File: src/rtl/prefetch_pkg.sv
// ============================================================================
// Module : prefetch_pkg
// Brief  : Shared AR request payload type and arbiter state encoding.
// Rev    : 1.0
// ============================================================================
`default_nettype none

package prefetch_pkg;

    localparam int c_ADDR_BITS       = 64;
    localparam int c_BURST_LEN_WIDTH = 8;
    localparam int c_TID_WIDTH       = 8;

    typedef struct packed {
        logic [c_ADDR_BITS-1:0]       addr;
        logic [c_BURST_LEN_WIDTH-1:0] len;
        logic [c_TID_WIDTH-1:0]       id;
    } ar_req_t;

    typedef enum logic [1:0] {
        S_EMPTY    = 2'd0,
        S_HOLD_DMD = 2'd1,
        S_HOLD_PF  = 2'd2
    } arb_state_t;

endpackage

`default_nettype wire

File: src/rtl/sat_updown_cnt.sv
// ============================================================================
// Module : sat_updown_cnt
// Brief  : Up/down counter saturating at zero and all-ones, with sync clear.
// Rev    : 1.0
// ============================================================================
`default_nettype none

module sat_updown_cnt #(
    parameter int WIDTH = 4
) (
    input  logic             clk,
    input  logic             rst,
    input  logic             i_clr,
    input  logic             i_inc,
    input  logic             i_dec,
    output logic [WIDTH-1:0] o_count
);

    logic [WIDTH-1:0] r_count;

    // Simultaneous inc and dec cancel; clear dominates both.
    always_ff @(posedge clk) begin
        if (rst || i_clr) begin
            r_count <= '0;
        end else if (i_inc && !i_dec && !(&r_count)) begin
            r_count <= r_count + WIDTH'(1);
        end else if (i_dec && !i_inc && (|r_count)) begin
            r_count <= r_count - WIDTH'(1);
        end
    end

    assign o_count = r_count;

endmodule

`default_nettype wire

File: src/rtl/prefetch_ar_arbiter.sv
// ============================================================================
// Module : prefetch_ar_arbiter
// Brief  : Demand/prefetch AR arbiter with starvation guard and prefetch cap.
// Rev    : 1.0
// ============================================================================
`default_nettype none

module prefetch_ar_arbiter
    import prefetch_pkg::*;
#(
    parameter int ADDR_BITS       = c_ADDR_BITS,
    parameter int BURST_LEN_WIDTH = c_BURST_LEN_WIDTH,
    parameter int TID_WIDTH       = c_TID_WIDTH,
    parameter int CNT_WIDTH       = 4
) (
    input  logic                 clk,
    input  logic                 reset,
    input  logic                 en,
    input  logic                 flush,
    input  logic                 dmd_valid,
    output logic                 dmd_ready,
    input  ar_req_t              dmd_req,
    input  logic                 pf_valid,
    output logic                 pf_ready,
    input  ar_req_t              pf_req,
    output logic                 m_ar_valid,
    input  logic                 m_ar_ready,
    output ar_req_t              m_ar_req,
    output logic                 m_ar_is_pf,
    input  logic                 pf_done,
    input  logic [CNT_WIDTH-1:0] crs_starve_limit,
    input  logic [CNT_WIDTH-1:0] crs_pf_max_out,
    output logic [CNT_WIDTH-1:0] pf_outstanding
);

    // The payload type lives in the package, so the widths must agree with it.
    generate
        if (ADDR_BITS + BURST_LEN_WIDTH + TID_WIDTH != $bits(ar_req_t)) begin : g_width_check
            $error("prefetch_ar_arbiter: payload widths disagree with ar_req_t");
        end
    endgenerate

    arb_state_t           r_state;
    arb_state_t           w_state_nxt;
    ar_req_t              r_req;
    logic [CNT_WIDTH-1:0] w_starve_cnt;
    logic                 w_slot_free;
    logic                 w_pf_elig;
    logic                 w_pf_wins;
    logic                 w_dmd_acc;
    logic                 w_pf_acc;

    assign w_slot_free = !m_ar_valid || m_ar_ready;
    assign w_pf_elig   = pf_valid && !flush && (pf_outstanding < crs_pf_max_out);
    assign w_pf_wins   = w_pf_elig && (!dmd_valid || (w_starve_cnt >= crs_starve_limit));
    assign dmd_ready   = !reset && en && w_slot_free && !w_pf_wins;
    assign pf_ready    = !reset && en && w_slot_free && w_pf_wins;
    assign w_dmd_acc   = dmd_valid && dmd_ready;
    assign w_pf_acc    = pf_valid && pf_ready;

    always_ff @(posedge clk) begin
        if (reset) begin
            r_state <= S_EMPTY;
        end else begin
            r_state <= w_state_nxt;
        end
    end

    always_comb begin
        w_state_nxt = r_state;
        if (w_dmd_acc) begin
            w_state_nxt = S_HOLD_DMD;
        end else if (w_pf_acc) begin
            w_state_nxt = S_HOLD_PF;
        end else if (m_ar_valid && m_ar_ready) begin
            w_state_nxt = S_EMPTY;
        end
    end

    always_comb begin
        m_ar_valid = (r_state != S_EMPTY);
        m_ar_is_pf = (r_state == S_HOLD_PF);
        m_ar_req   = r_req;
    end

    // Payload only loads on an accept, so it is stable under backpressure.
    always_ff @(posedge clk) begin
        if (reset) begin
            r_req <= '0;
        end else if (w_dmd_acc) begin
            r_req <= dmd_req;
        end else if (w_pf_acc) begin
            r_req <= pf_req;
        end
    end

    sat_updown_cnt #(
        .WIDTH (CNT_WIDTH)
    ) u_starve_cnt (
        .clk     (clk),
        .rst     (reset),
        .i_clr   (w_pf_acc || flush || !pf_valid),
        .i_inc   (w_dmd_acc && w_pf_elig),
        .i_dec   (1'b0),
        .o_count (w_starve_cnt)
    );

    // Flush leaves this alone: bursts already issued still return data.
    sat_updown_cnt #(
        .WIDTH (CNT_WIDTH)
    ) u_pf_out_cnt (
        .clk     (clk),
        .rst     (reset),
        .i_clr   (1'b0),
        .i_inc   (w_pf_acc),
        .i_dec   (pf_done),
        .o_count (pf_outstanding)
    );

endmodule

`default_nettype wire

File: config.mk
export PLATFORM = sky130hd
export DESIGN_NAME = prefetch_ar_arbiter
export DESIGN_NICKNAME = d
export VERILOG_FILES = /design/src/rtl/prefetch_pkg.sv /design/src/rtl/sat_updown_cnt.sv /design/src/rtl/prefetch_ar_arbiter.sv
export SDC_FILE = /design/constraint.sdc
export NUM_CORES = 1
export LEC_CHECK = 0
export ABC_AREA = 1
export CORE_ASPECT_RATIO = 1.4
export CORE_MARGIN = 10
export CORE_UTILIZATION = 42
export CTS_CLUSTER_DIAMETER = 80
export DETAILED_ROUTE_END_ITERATION = 16
export GPL_ROUTABILITY_DRIVEN = 0
export GPL_TIMING_DRIVEN = 0
export HOLD_SLACK_MARGIN = 0.15
export PLACE_DENSITY = 0.91
export SYNTH_ARGS = -nofsm -noshare
export SYNTH_HDL_FRONTEND = slang
export SYNTH_SLANG_ARGS = --single-unit
export TNS_END_PERCENT = 30
File: constraint.sdc
create_clock -name clk -period 7.45 [get_ports clk]
set_input_delay 1.49 -clock clk [delete_from_list [all_inputs] [get_ports clk]]
set_output_delay 1.49 -clock clk [all_outputs]
set_load 0.05 [all_outputs]
# Word-level counts from Yosys, hierarchy flattened
# Cells that the tools add are included.
# totals
ff_bits	90
latchBits	0
ram_bits	0
mem_bits_ro	0
in_bits	176
mem_count	0
# classes
add_sub_neg	3
mul	0
div_mod_pow	0
order_cmp	2
eq_ne	1
n_shift	0
mux	7
bitwise_logic	0
n_reduce_logical	40
# op_table
operator	n
2-to-1 mux 80 bit	2
logical AND 1 bit	16
zero test 1 bit	10
adder 4 x 1 -> 4 bit, second input constant	2
2-to-1 mux 4 bit	2
AND reduction 4 bit	2
nonzero test 2 bit	4
logical OR 1 bit	5
greater-or-equal comparator 4 bit	1
less-than comparator 4 bit	1
2-to-1 mux 2 bit	2
OR reduction 4 bit	1
subtractor 4 x 1 -> 4 bit, second input constant	1
nonzero test 3 bit	1
equality test 2 bit, second input constant	1
OR reduction 2 bit	1
2-to-1 mux 1 bit	1

# Logic depth before layout (Yosys ltp)
# Gate-level depths: netlist (run 1).
# logic_depth
ltp_word	11
mapped_depth	19
depth_no_buf	19

# Modules after synthesis
# Synthesis (run 1) repeated with hierarchy kept, for this count alone.
# hier_totals
hier_cells	867
hier_area_um2	5676.7
# modules_own_cells
mod	n_inst	cells_each	area_per_inst_um2	seq_area_each_um2
prefetch_ar_arbiter	1	771	5031.1	1641.6
sat_updown_cnt	2	48	322.8	80.1

# Worst setup path after synthesis (run 1)
# OpenSTA, ideal clock, no wires.
# synth_path
path_type	input port to output port
startpoint	in crs_starve_limit[0]
endpoint	out dmd_ready
arrival_time_ns	3.209
required_time_ns	5.960
path_slack_ns	2.751
cell_stages	8
path_buffers	0
cell_sequence	ha_1 inv_1 nand2_1 nand2_1 nand2_1 nand2_1 nand2_2 a21boi_0
# synth_between
elab_chain_cells	5
# synth_lines
element	line_no	source
from (decl)	prefetch_ar_arbiter.sv:31	input logic [CNT_WIDTH-1:0] crs_starve_limit,
greater-or-equal comparator 4 bit	prefetch_ar_arbiter.sv:55	assign w_pf_wins = w_pf_elig && (!dmd_valid || (w_starve_cnt >= crs_starve_limit));
logical OR 1 bit	prefetch_ar_arbiter.sv:55	
logical AND 1 bit	prefetch_ar_arbiter.sv:55	
zero test 1 bit	prefetch_ar_arbiter.sv:56	assign dmd_ready = !reset && en && w_slot_free && !w_pf_wins;
logical AND 1 bit	prefetch_ar_arbiter.sv:56	
to (decl)	prefetch_ar_arbiter.sv:21	output logic dmd_ready,
# Every way passes these cells.

# Worst setup path in the final report (run 1)
# layout_path
startpoint	in crs_pf_max_out[3]
endpoint	out pf_ready
# layout_between
elab_chain_cells	4
# layout_lines
element	line_no	source
from (decl)	prefetch_ar_arbiter.sv:32	input logic [CNT_WIDTH-1:0] crs_pf_max_out,
less-than comparator 4 bit	prefetch_ar_arbiter.sv:54	assign w_pf_elig = pf_valid && !flush && (pf_outstanding < crs_pf_max_out);
logical AND 1 bit	prefetch_ar_arbiter.sv:54	
logical AND 1 bit	prefetch_ar_arbiter.sv:55	
logical AND 1 bit	prefetch_ar_arbiter.sv:57	assign pf_ready = !reset && en && w_slot_free && w_pf_wins;
to (decl)	prefetch_ar_arbiter.sv:24	output logic pf_ready,
# Every way passes these cells.

==> impl_metrics.tcl, run 1 <==
set metrics [dict create \
    synth-seq-cells 90 \
    async_reset_ff_share_pct 0 \
    drc 0 \
    syn2layout_area_growth_pct 66.2 \
    yosys-top-cells-count "o21ai_1 (141), inv_1 (107), a21oi_1 (90), dfxtp_1 (90), nand3_1 (85)" \
    maxSlewViolCount 0 \
    final-setup-viol-count 0 \
    post-dp-hpwl_mm 15.1 \
    cts_buffers 9 \
    ant_nets 0 \
    synth-edff-count 0 \
    fill_cells 882 \
    drt_iter0_markers 302 \
    dr_total_vias 5543 \
    reg2reg_from "u_pf_out_cnt.o_count[1]$_SDFFE_PP0P_" \
    ys_warn_count 0 \
    crit_slowest_cell "clkdlybuf4s50_1" \
    status "finished clean" \
    routed_wirelength_mm 18.7 \
    avgRoutedWirePerCell_um 17.4 \
    fin_nets 1117 \
    syn_nets 843 \
    maxSlewHeadroom_pct 60.1 \
    ys_seq_area_share_pct 38.2 \
    crit_arrival_ns 3.92 \
    worstSetupPathType "primary input to output port" \
    synthDistinctLibCells 28 \
    die_w_um 110 \
    cts_resized 0 \
    hold_depth 2 \
    whs_endpoint "m_ar_req[1]$_SDFFE_PP0P_" \
    cts_tree "built" \
    crit_chain "clkdlybuf4s50_1 -> inv_1 -> ha_1 -> a21oi_1 -> nand2_1 -> a21oi_4 -> nand3_2 -> buf_6 -> inv_1 -> clkdlybuf4s50_1" \
    reg2reg_depth 15 \
    finalPower_w 0.00161 \
    max_stage_delay_ns 0.82 \
    post_cts_buffers 0 \
    start_util_pct 43.2 \
    cts.path.max_buffers 2 \
    grt_pass1_wl_mm 28.6 \
    required_ns 5.96 \
    worst_pin_slew_ns 0.596 \
    viasPerCell 5.15 \
    hold_buffers 0 \
    row_count 45 \
    antenna_found_initial 1 \
    synth_top_area_cell "dfxtp_1" \
    clock-root-buffer "clkbuf_16" \
    post_synth.cell_area_avg_um2 7.19 \
    hold_viol 0 \
    port_buffers 263 \
    ioPinCount 264 \
    cts.clk_slew.worst_paths_ns 0.06 \
    die_h_um 145 \
    rsz0062_at_grt "no" \
    p_per_area_nw_per_um2 205 \
    max_freq_mhz 185 \
    clock_sinks 90 \
    fin_crit_ns 5.41 \
    worstSetupStartpointType "primary input" \
    dr.pass1.iters 5 \
    maxCapViolations 0 \
    netlist.area_leader.share_pct 38.2 \
    p_leak_nw 3.22 \
    syn_inst 656 \
    drive_gt1_share_pct 6.74 \
    fin_crit_sh_pct 72.6 \
    r2r_setup_slack_ns 4.77 \
    syn-cell-area_um2 4710 \
    grt_max_degree 15 \
    overflow 0 \
    crit_fanout 10 \
    clk_latency_ns 0.34 \
    finalSetupTns_ns 0 \
    min_from "m_ar_req[1]$_SDFFE_PP0P_" \
    synth-main-ff-cell "dfxtp_1" \
    yosysMostFrequentCell "o21ai_1" \
    core_area_um2 10900 \
    peakVddDrop_uv 177 \
    hold_path_class "flip-flop to flip-flop" \
    grt_usage_pct 22.5 \
    ys_top_cells_by_area "dfxtp_1 (38%), o21ai_1 (15%), a21oi_1 (9.6%)" \
    grt_pass1_vias 5424 \
    skew_ns 0.00832 \
    worstSetupEndpointType "output port" \
    htree_levels 3 \
    rr_endpoint "u_pf_out_cnt.o_count[3]$_SDFFE_PP0P_" \
    die_area_um2 15900 \
]
## kinds of logic after synthesis
group	after synthesis	share of synthesized area, %
AO/OA/AOI/OAI	261	28.5
buffers and inverters	161	16.3
AND/OR/NAND/NOR	131	13.6
flip-flops	90	38.2
adder cells (fa/ha/maj)	11	3.08
XOR/XNOR	2	0.372
## cell type report
cell class | count | area, um2 | area share, %
sequential | 90 | 1800 | 23.0
clock buffer | 11 | 233 | 2.97
multi-input combinational | 405 | 2140 | 27.3
timing repair buffer | 263 | 2630 | 33.6
clock inverter | 5 | 78.8 | 1.01
antenna | 1 | 2.50 | 0.0319
buffer | 53 | 364 | 4.65
tap | 141 | 176 | 2.25
inverter | 108 | 405 | 5.17
## how the worst max path moves through the flow
stage / slack [ns] / endpoint / cells past startpoint / startpoint
2_1_floorplan: 2.75 / dmd_ready / 8 / crs_starve_limit[0]
3_3_place_gp: 2.07 / pf_ready / 10 / crs_pf_max_out[3]
3_5_place_dp: 2.04 / pf_ready / 10 / crs_pf_max_out[3]
4_1_cts: 2.03 / pf_ready / 10 / crs_pf_max_out[3]
5_1_grt: 1.92 / pf_ready / 10 / crs_pf_max_out[3]
6_report: 2.04 / pf_ready / 10 / crs_pf_max_out[3]
## report_power, final
| group | switching, W | internal (W) | total (W) |
|---|---|---|---|
| sequential | 0.0000372 | 0.000525 | 0.000562 |
| combinational | 0.000333 | 0.000239 | 0.000572 |
| clock | 0.000181 | 0.000293 | 0.000474 |
| total | 0.000551 | 0.00106 | 0.00161 |
## placed cells by master, fill, tap and decap left out, types with 2 or more instances in the layout
cell / n
clkdlybuf4s50_1: 263
o21ai_1: 141
inv_1: 107
a21oi_1: 90
dfxtp_1: 90
nand3_1: 85
nand2_1: 27
o21ai_0: 23
buf_6: 18
buf_2: 18
clkbuf_1: 17
ha_1: 10
nor2_1: 9
clkbuf_16: 9
nand2_2: 3
nand4_1: 3
a21oi_4: 2
a31oi_1: 2
buf_4: 2
bufinv_16: 2
clkinv_2: 2
## sequential cells by signal (all words and copies together) (netlist names)
| register | flops |
|---|---|
| r_state | 2 |
| u_pf_out_cnt.o_count | 4 |
| u_starve_cnt.o_count | 4 |
| m_ar_req | 80 |
## critical path: cells and delay by family
kind / cells / cell delay (ns)
buffers and inverters: 5 / 1.58
AOI/OAI and AO/OA: 2 / 0.32
adders and majority gates: 1 / 0.30
and+or+nand+nor: 2 / 0.20
## metrics by stage
stage	instances	area, um2	setup slack (ns)	hold slack, ns	utilization [%]
floorplan	656	4710	2.75	0.457	-
global placement	1060	7520	2.07	0.467	68.9
global route	1076	7840	1.92	0.496	71.7
detailed placement	1060	7520	2.04	0.473	68.9
CTS	1076	7840	2.03	0.481	71.7
finish	1077	7840	2.04	0.479	71.8
## metal layers
layer | global-route usage, % | share of wire, %
met1 | 24.3 | 37
met2 | 39.7 | 51
met3 | 6.06 | 8.6
met4 | 9.14 | 3.3
met5 | 0 | 0
(Power assumes the default switching activity.)
==> inputs of run 2 (changes only) <==
--- a/config.mk
+++ b/config.mk
@@ -8,13 +8,13 @@
 export ABC_AREA = 1
 export CORE_ASPECT_RATIO = 1.4
 export CORE_MARGIN = 10
-export CORE_UTILIZATION = 42
+export CORE_UTILIZATION = 39
 export CTS_CLUSTER_DIAMETER = 80
 export DETAILED_ROUTE_END_ITERATION = 16
 export GPL_ROUTABILITY_DRIVEN = 0
 export GPL_TIMING_DRIVEN = 0
 export HOLD_SLACK_MARGIN = 0.15
-export PLACE_DENSITY = 0.91
+export PLACE_DENSITY = 0.85
 export SYNTH_ARGS = -nofsm -noshare
 export SYNTH_HDL_FRONTEND = slang
 export SYNTH_SLANG_ARGS = --single-unit
==> constraint.sdc (replaced) <==
create_clock -name clk -period 5.2 [get_ports clk]
set_input_delay 1.04 -clock clk [delete_from_list [all_inputs] [get_ports clk]]
set_output_delay 1.04 -clock clk [all_outputs]
set_load 0.05 [all_outputs]
==> run 2 against run 1 <==
Net effect:
- via count fell by 1.9%
- setup slack got worse by 1.3 ns
- die area rose by 6.4%
- critical path depth did not move
- clock power rose by 47%
- sequential power rose by 43%
- flip-flop and latch count did not move
- worst hold slack improved by 0.0030 ns
- cell area rose by 0.19%
- routed wire length rose by 0.35%
- clock skew barely moved
==> impl_metrics.tcl, run 2 (same netlist as run 1, synthesis figures left out) <==
set metrics [dict create \
    ioPinCount 264 \
    status "finished clean" \
    max_freq_mhz 222 \
    final_common_cell "clkdlybuf4s50_1" \
    die_w_um 113 \
    start_util_pct 39.9 \
    clock_sinks 90 \
    ant_nets 0 \
    htree_levels 3 \
    syn2layout_area_growth_pct 66.6 \
    grt_usage_pct 20.7 \
    holdWs_ns 0.482 \
    layout_setup_ws_ns 0.699 \
    fill_cells 1021 \
    die_h_um 150 \
    clock-root-buffer "clkbuf_16" \
    worstSetupStartpointType "primary input" \
    port_buffers 263 \
    maxSlewViolCount 0 \
    crit_arrival_ns 3.46 \
    place_ws_ns 0.692 \
    drt_iter0_markers 201 \
    finalSetupTns_ns 0 \
    p_per_area_nw_per_um2 295 \
    worst_pin_slew_ns 0.606 \
    ff_latch_area_um2 1800 \
    fin_crit_sh_pct 86.6 \
    avgRoutedWirePerCell_um 17.4 \
    drc 0 \
    maxCapViolations 0 \
    cts.clk_slew.worst_paths_ns 0.06 \
    hold_buffers 0 \
    p_leak_nw 3.22 \
    core_area_um2 11800 \
    crit_fanout 10 \
    diodes 0 \
    overflow 0 \
    hold_path_class "flip-flop to flip-flop" \
    maxSlewHeadroom_pct 59.4 \
    final_cell_mix "clkdlybuf4s50_1 (263), o21ai_1 (141), inv_1 (107)" \
    switching_share_pct 34.0 \
    clk_latency_ns 0.33 \
    p_clk_share_pct 30.1 \
    final-setup-viol-count 0 \
    grt_pass1_vias 5205 \
    peakVddDrop_uv 321 \
    dr_total_vias 5438 \
    fin_util_pct 66.4 \
    post-dp-hpwl_mm 15.0 \
    dr.pass1.iters 5 \
    combPwrFrac_pct 35.2 \
    skew_ns 0.00787 \
    p_int_w 0.00153 \
    post_cts_buffers 0 \
    row_count 47 \
    pwr-share-seq_pct 34.7 \
    largest_reg_flops 80 \
    switchingPower_w 0.000788 \
    cts_buffers 9 \
    cts_tree "built" \
    grt_max_degree 15 \
    die_area_um2 16900 \
    fin_nets 1117 \
    multiInputGateArea_um2 2140 \
    rsz0062_at_grt "no" \
    cts.path.max_buffers 2 \
    routed_wirelength_mm 18.8 \
    required_ns 4.16 \
    fin_crit_ns 4.50 \
    cts_resized 0 \
    hold_viol 0 \
    viasPerCell 5.03 \
    grt_pass1_wl_mm 28.0 \
    worstSetupEndpointType "output port" \
    drive_gt1_share_pct 6.74 \
    worstSetupPathType "primary input to output port" \
    antenna_found_initial 0 \
]
==> run 2: cell count changes in the layout (fill, tap and decap cells not counted) <==
cell and delta:
clkbuf_8 +1, clkinv_4 -1, clkinv_2 -2, diode_2 -1
clkinvlp_4 +2
==> run 2: final cells by class <==
type                            instances  share of cell area, %
Buffer                                 53                   4.64
Clock buffer                           12                   3.14
Clock inverter                          4                  0.956
Inverter                              108                   5.16
Multi-Input combinational cell        405                   27.3
Sequential cell                        90                   22.9
Tap cell                              147                   2.34
Timing Repair Buffer                  263                   33.5
==> run 2: metrics by stage <==
stage	power [W]	cells	instance area (um2)
floorplan	0.00129	656	4710
global placement	0.00162	1066	7530
detailed placement	0.00163	1066	7530
CTS	0.00233	1082	7850
global route	0.00244	1082	7850
finish	0.00232	1082	7850
==> run 2: worst paths after layout <==
check | start | endpoint | slack (ns) | cells after the start
setup / recovery | crs_pf_max_out[3] | pf_ready | 0.70 | 10
hold / removal | m_ar_req[77]$_SDFFE_PP0P_ | m_ar_req[77]$_SDFFE_PP0P_ | 0.48 | 2
hold reg to reg | m_ar_req[77]$_SDFFE_PP0P_ | m_ar_req[77]$_SDFFE_PP0P_ | 0.48 | 2
setup reg to reg | u_pf_out_cnt.o_count[1]$_SDFFE_PP0P_ | u_pf_out_cnt.o_count[3]$_SDFFE_PP0P_ | 2.50 | 15
==> run 2: layer usage <==
metal | wire [um] | GRT usage (%) | vias to the layer above | part of all wire [%]
li1 | - | - | 2748 | -
met1 | 7130 | 22.2 | 2468 | 38
met2 | 10100 | 38.3 | 195 | 54
met3 | 1190 | 5.14 | 27 | 6.3
met4 | 417 | 7.12 | 0 | 2.2
met5 | 0 | 0 | - | 0
==> run 2: power by group through the flow <==
stage	combinational (W)	sequential, W	clock, W
5_1_grt	0.000882	0.000812	0.000744
3_5_place_dp	0.000813	0.000818	0
3_3_place_gp	0.000801	0.000816	0
6_report	0.000814	0.000804	0.000698
4_1_cts	0.000817	0.000803	0.000714
2_1_floorplan	0.000273	0.00102	0
==> run 2: worst max-delay path, cell delays in order <==
cell	delay (ns)
clkdlybuf4s50_1	0.45
inv_1	0.04
ha_1	0.29
a21oi_1	0.15
nand2_1	0.10
a21oi_4	0.19
nand3_2	0.11
buf_6	0.18
inv_1	0.08
clkdlybuf4s50_1	0.82
==> inputs of run 3 (changes only) <==
--- a/config.mk
+++ b/config.mk
@@ -8,13 +8,14 @@
 export ABC_AREA = 1
 export CORE_ASPECT_RATIO = 1.4
 export CORE_MARGIN = 10
-export CORE_UTILIZATION = 39
+export CORE_UTILIZATION = 40
+export CTS_BUF_LIST = sky130_fd_sc_hd__clkbuf_4 sky130_fd_sc_hd__clkbuf_8
 export CTS_CLUSTER_DIAMETER = 80
 export DETAILED_ROUTE_END_ITERATION = 16
 export GPL_ROUTABILITY_DRIVEN = 0
 export GPL_TIMING_DRIVEN = 0
 export HOLD_SLACK_MARGIN = 0.15
-export PLACE_DENSITY = 0.85
+export PLACE_DENSITY = 0.87
 export SYNTH_ARGS = -nofsm -noshare
 export SYNTH_HDL_FRONTEND = slang
 export SYNTH_SLANG_ARGS = --single-unit
==> run 3 against run 2 <==
Net effect:
- via count rose by 1.1%
- sequential share of layout area up 0.34 points
- sequential power hardly changed
- worst hold slack about the same
- critical path type unchanged
- critical endpoint unchanged
- largest power group unchanged
- highest routed layer unchanged
==> impl_metrics.tcl, run 3 (same netlist as run 1, synthesis figures left out) <==
set metrics [dict create \
    viasPerCell 5.10 \
    worstSetupPathType "primary input to output port" \
    fin_crit_ns 4.51 \
    routed_wirelength_mm 18.9 \
    die_w_um 112 \
    ioPinCount 264 \
    cpLargestDelayFamily "buffers and inverters" \
    final_common_cell "clkdlybuf4s50_1" \
    worstSetupEndpointType "output port" \
    max_stage_delay_ns 0.84 \
    largest_reg_flops 80 \
    cts.path.max_buffers 2 \
    avgRoutedWirePerCell_um 17.5 \
    hold_depth 2 \
    start_util_pct 41.2 \
    port_buffers 263 \
    dr.pass1.iters 5 \
    cp_num_cells 10 \
    antenna_found_initial 0 \
    crit_fanout 10 \
    cts_tree "built" \
    crit_chain "clkdlybuf4s50_1 -> inv_1 -> ha_1 -> a21oi_1 -> nand2_1 -> a21oi_4 -> nand3_2 -> buf_6 -> inv_1 -> clkdlybuf4s50_1" \
    ant_nets 0 \
    hold_path_class "flip-flop to flip-flop" \
    maxSlewViolCount 0 \
    p_leak_nw 3.18 \
    fin_crit_sh_pct 86.8 \
    post_cts_buffers 0 \
    cts_resized 0 \
    die_h_um 148 \
    grt_usage_pct 21.4 \
    skew_ns 0.00816 \
    grt_pass1_wl_mm 28.5 \
    status "finished clean" \
    holdWs_ns 0.482 \
    htree_levels 3 \
    final_cell_mix "clkdlybuf4s50_1 (263), o21ai_1 (141), inv_1 (107)" \
    worstSetupStartpointType "primary input" \
    hold_viol 0 \
    clk_latency_ns 0.36 \
    crit_buf_inv 5 \
    drt_iter0_markers 281 \
    drive_gt1_share_pct 6.85 \
    final-setup-viol-count 0 \
    overflow 0 \
    row_count 46 \
    p_per_area_nw_per_um2 276 \
    drc 0 \
    worst_pin_slew_ns 0.669 \
    die_area_um2 16600 \
    clock_sinks 90 \
    cts_buffers 9 \
    syn2layout_area_growth_pct 64.1 \
    clock-root-buffer "clkbuf_8" \
    hold_buffers 0 \
    grt_max_degree 14 \
    fin_nets 1117 \
    core_area_um2 11500 \
    finalSetupTns_ns 0 \
    rsz0062_at_grt "no" \
    reg2reg_depth 15 \
    maxSlewHeadroom_pct 55.4 \
    crit_slowest_cell "clkdlybuf4s50_1" \
    maxCapViolations 0 \
    dr_total_vias 5496 \
    post-dp-hpwl_mm 15.3 \
    required_ns 4.16 \
    peakVddDrop_uv 279 \
    diodes 0 \
    grt_pass1_vias 5282 \
    cts.clk_slew.worst_paths_ns 0.08 \
    max_freq_mhz 222 \
    crit_arrival_ns 3.47 \
]
==> run 3: worst register-to-register path, delay by kind of cell (launching register included) <==
family,cells,cell delay (ns)
AND/OR/NAND/NOR,8,0.85
adder cells (fa/ha/maj),2,0.73
AO/OA/AOI/OAI,3,0.53
flip-flops,1,0.44
buffers and inverters,2,0.11
==> run 3: per-stage QoR <==
stage               power, W  instance area [um2]  util [%]  setup slack (ns)  cells
floorplan            0.00129                 4710         -              1.40    656
global placement     0.00162                 7530      65.7             0.721   1063
detailed placement   0.00163                 7530      65.7             0.693   1063
CTS                  0.00215                 7740      67.6             0.688   1078
global route         0.00225                 7740      67.6             0.536   1078
finish               0.00214                 7740      67.6             0.687   1078
==> run 3: routing by layer <==
| metal | vias to the layer above | part of all wire, % | global-route usage (%) |
|---|---|---|---|
| met5 | - | 0 | 0 |
| met4 | 0 | 3.0 | 9.54 |
| met3 | 34 | 6.5 | 4.63 |
| met2 | 187 | 53 | 39.2 |
| met1 | 2537 | 37 | 22.8 |
| li1 | 2738 | - | - |
==> run 3: final timing paths <==
kind / start / end / slack, ns
max: crs_pf_max_out[3] / pf_ready / 0.69
min: m_ar_req[43]$_SDFFE_PP0P_ / m_ar_req[43]$_SDFFE_PP0P_ / 0.48
max reg2reg: u_pf_out_cnt.o_count[3]$_SDFFE_PP0P_ / u_pf_out_cnt.o_count[3]$_SDFFE_PP0P_ / 2.48
min reg2reg: m_ar_req[43]$_SDFFE_PP0P_ / m_ar_req[43]$_SDFFE_PP0P_ / 0.48
==> run 3: report_power, final <==
part	leakage [nW]	switching (W)	internal [W]	total, W
Combinational	2.34	0.000473	0.000341	0.000814
Sequential	0.735	0.0000532	0.000751	0.000804
Clock	0.111	0.000237	0.000284	0.000521
Total	3.18	0.000763	0.00138	0.00214
==> run 3: final cells by class <==
type                            count  area, um2
Clock inverter                      3       65.1
Inverter                          108        405
Sequential cell                    90       1800
Tap cell                          144        180
Fill cell                         967       3710
Multi-Input combinational cell    405       2140
Clock buffer                       12        146
Buffer                             53        364
Timing Repair Buffer              263       2630
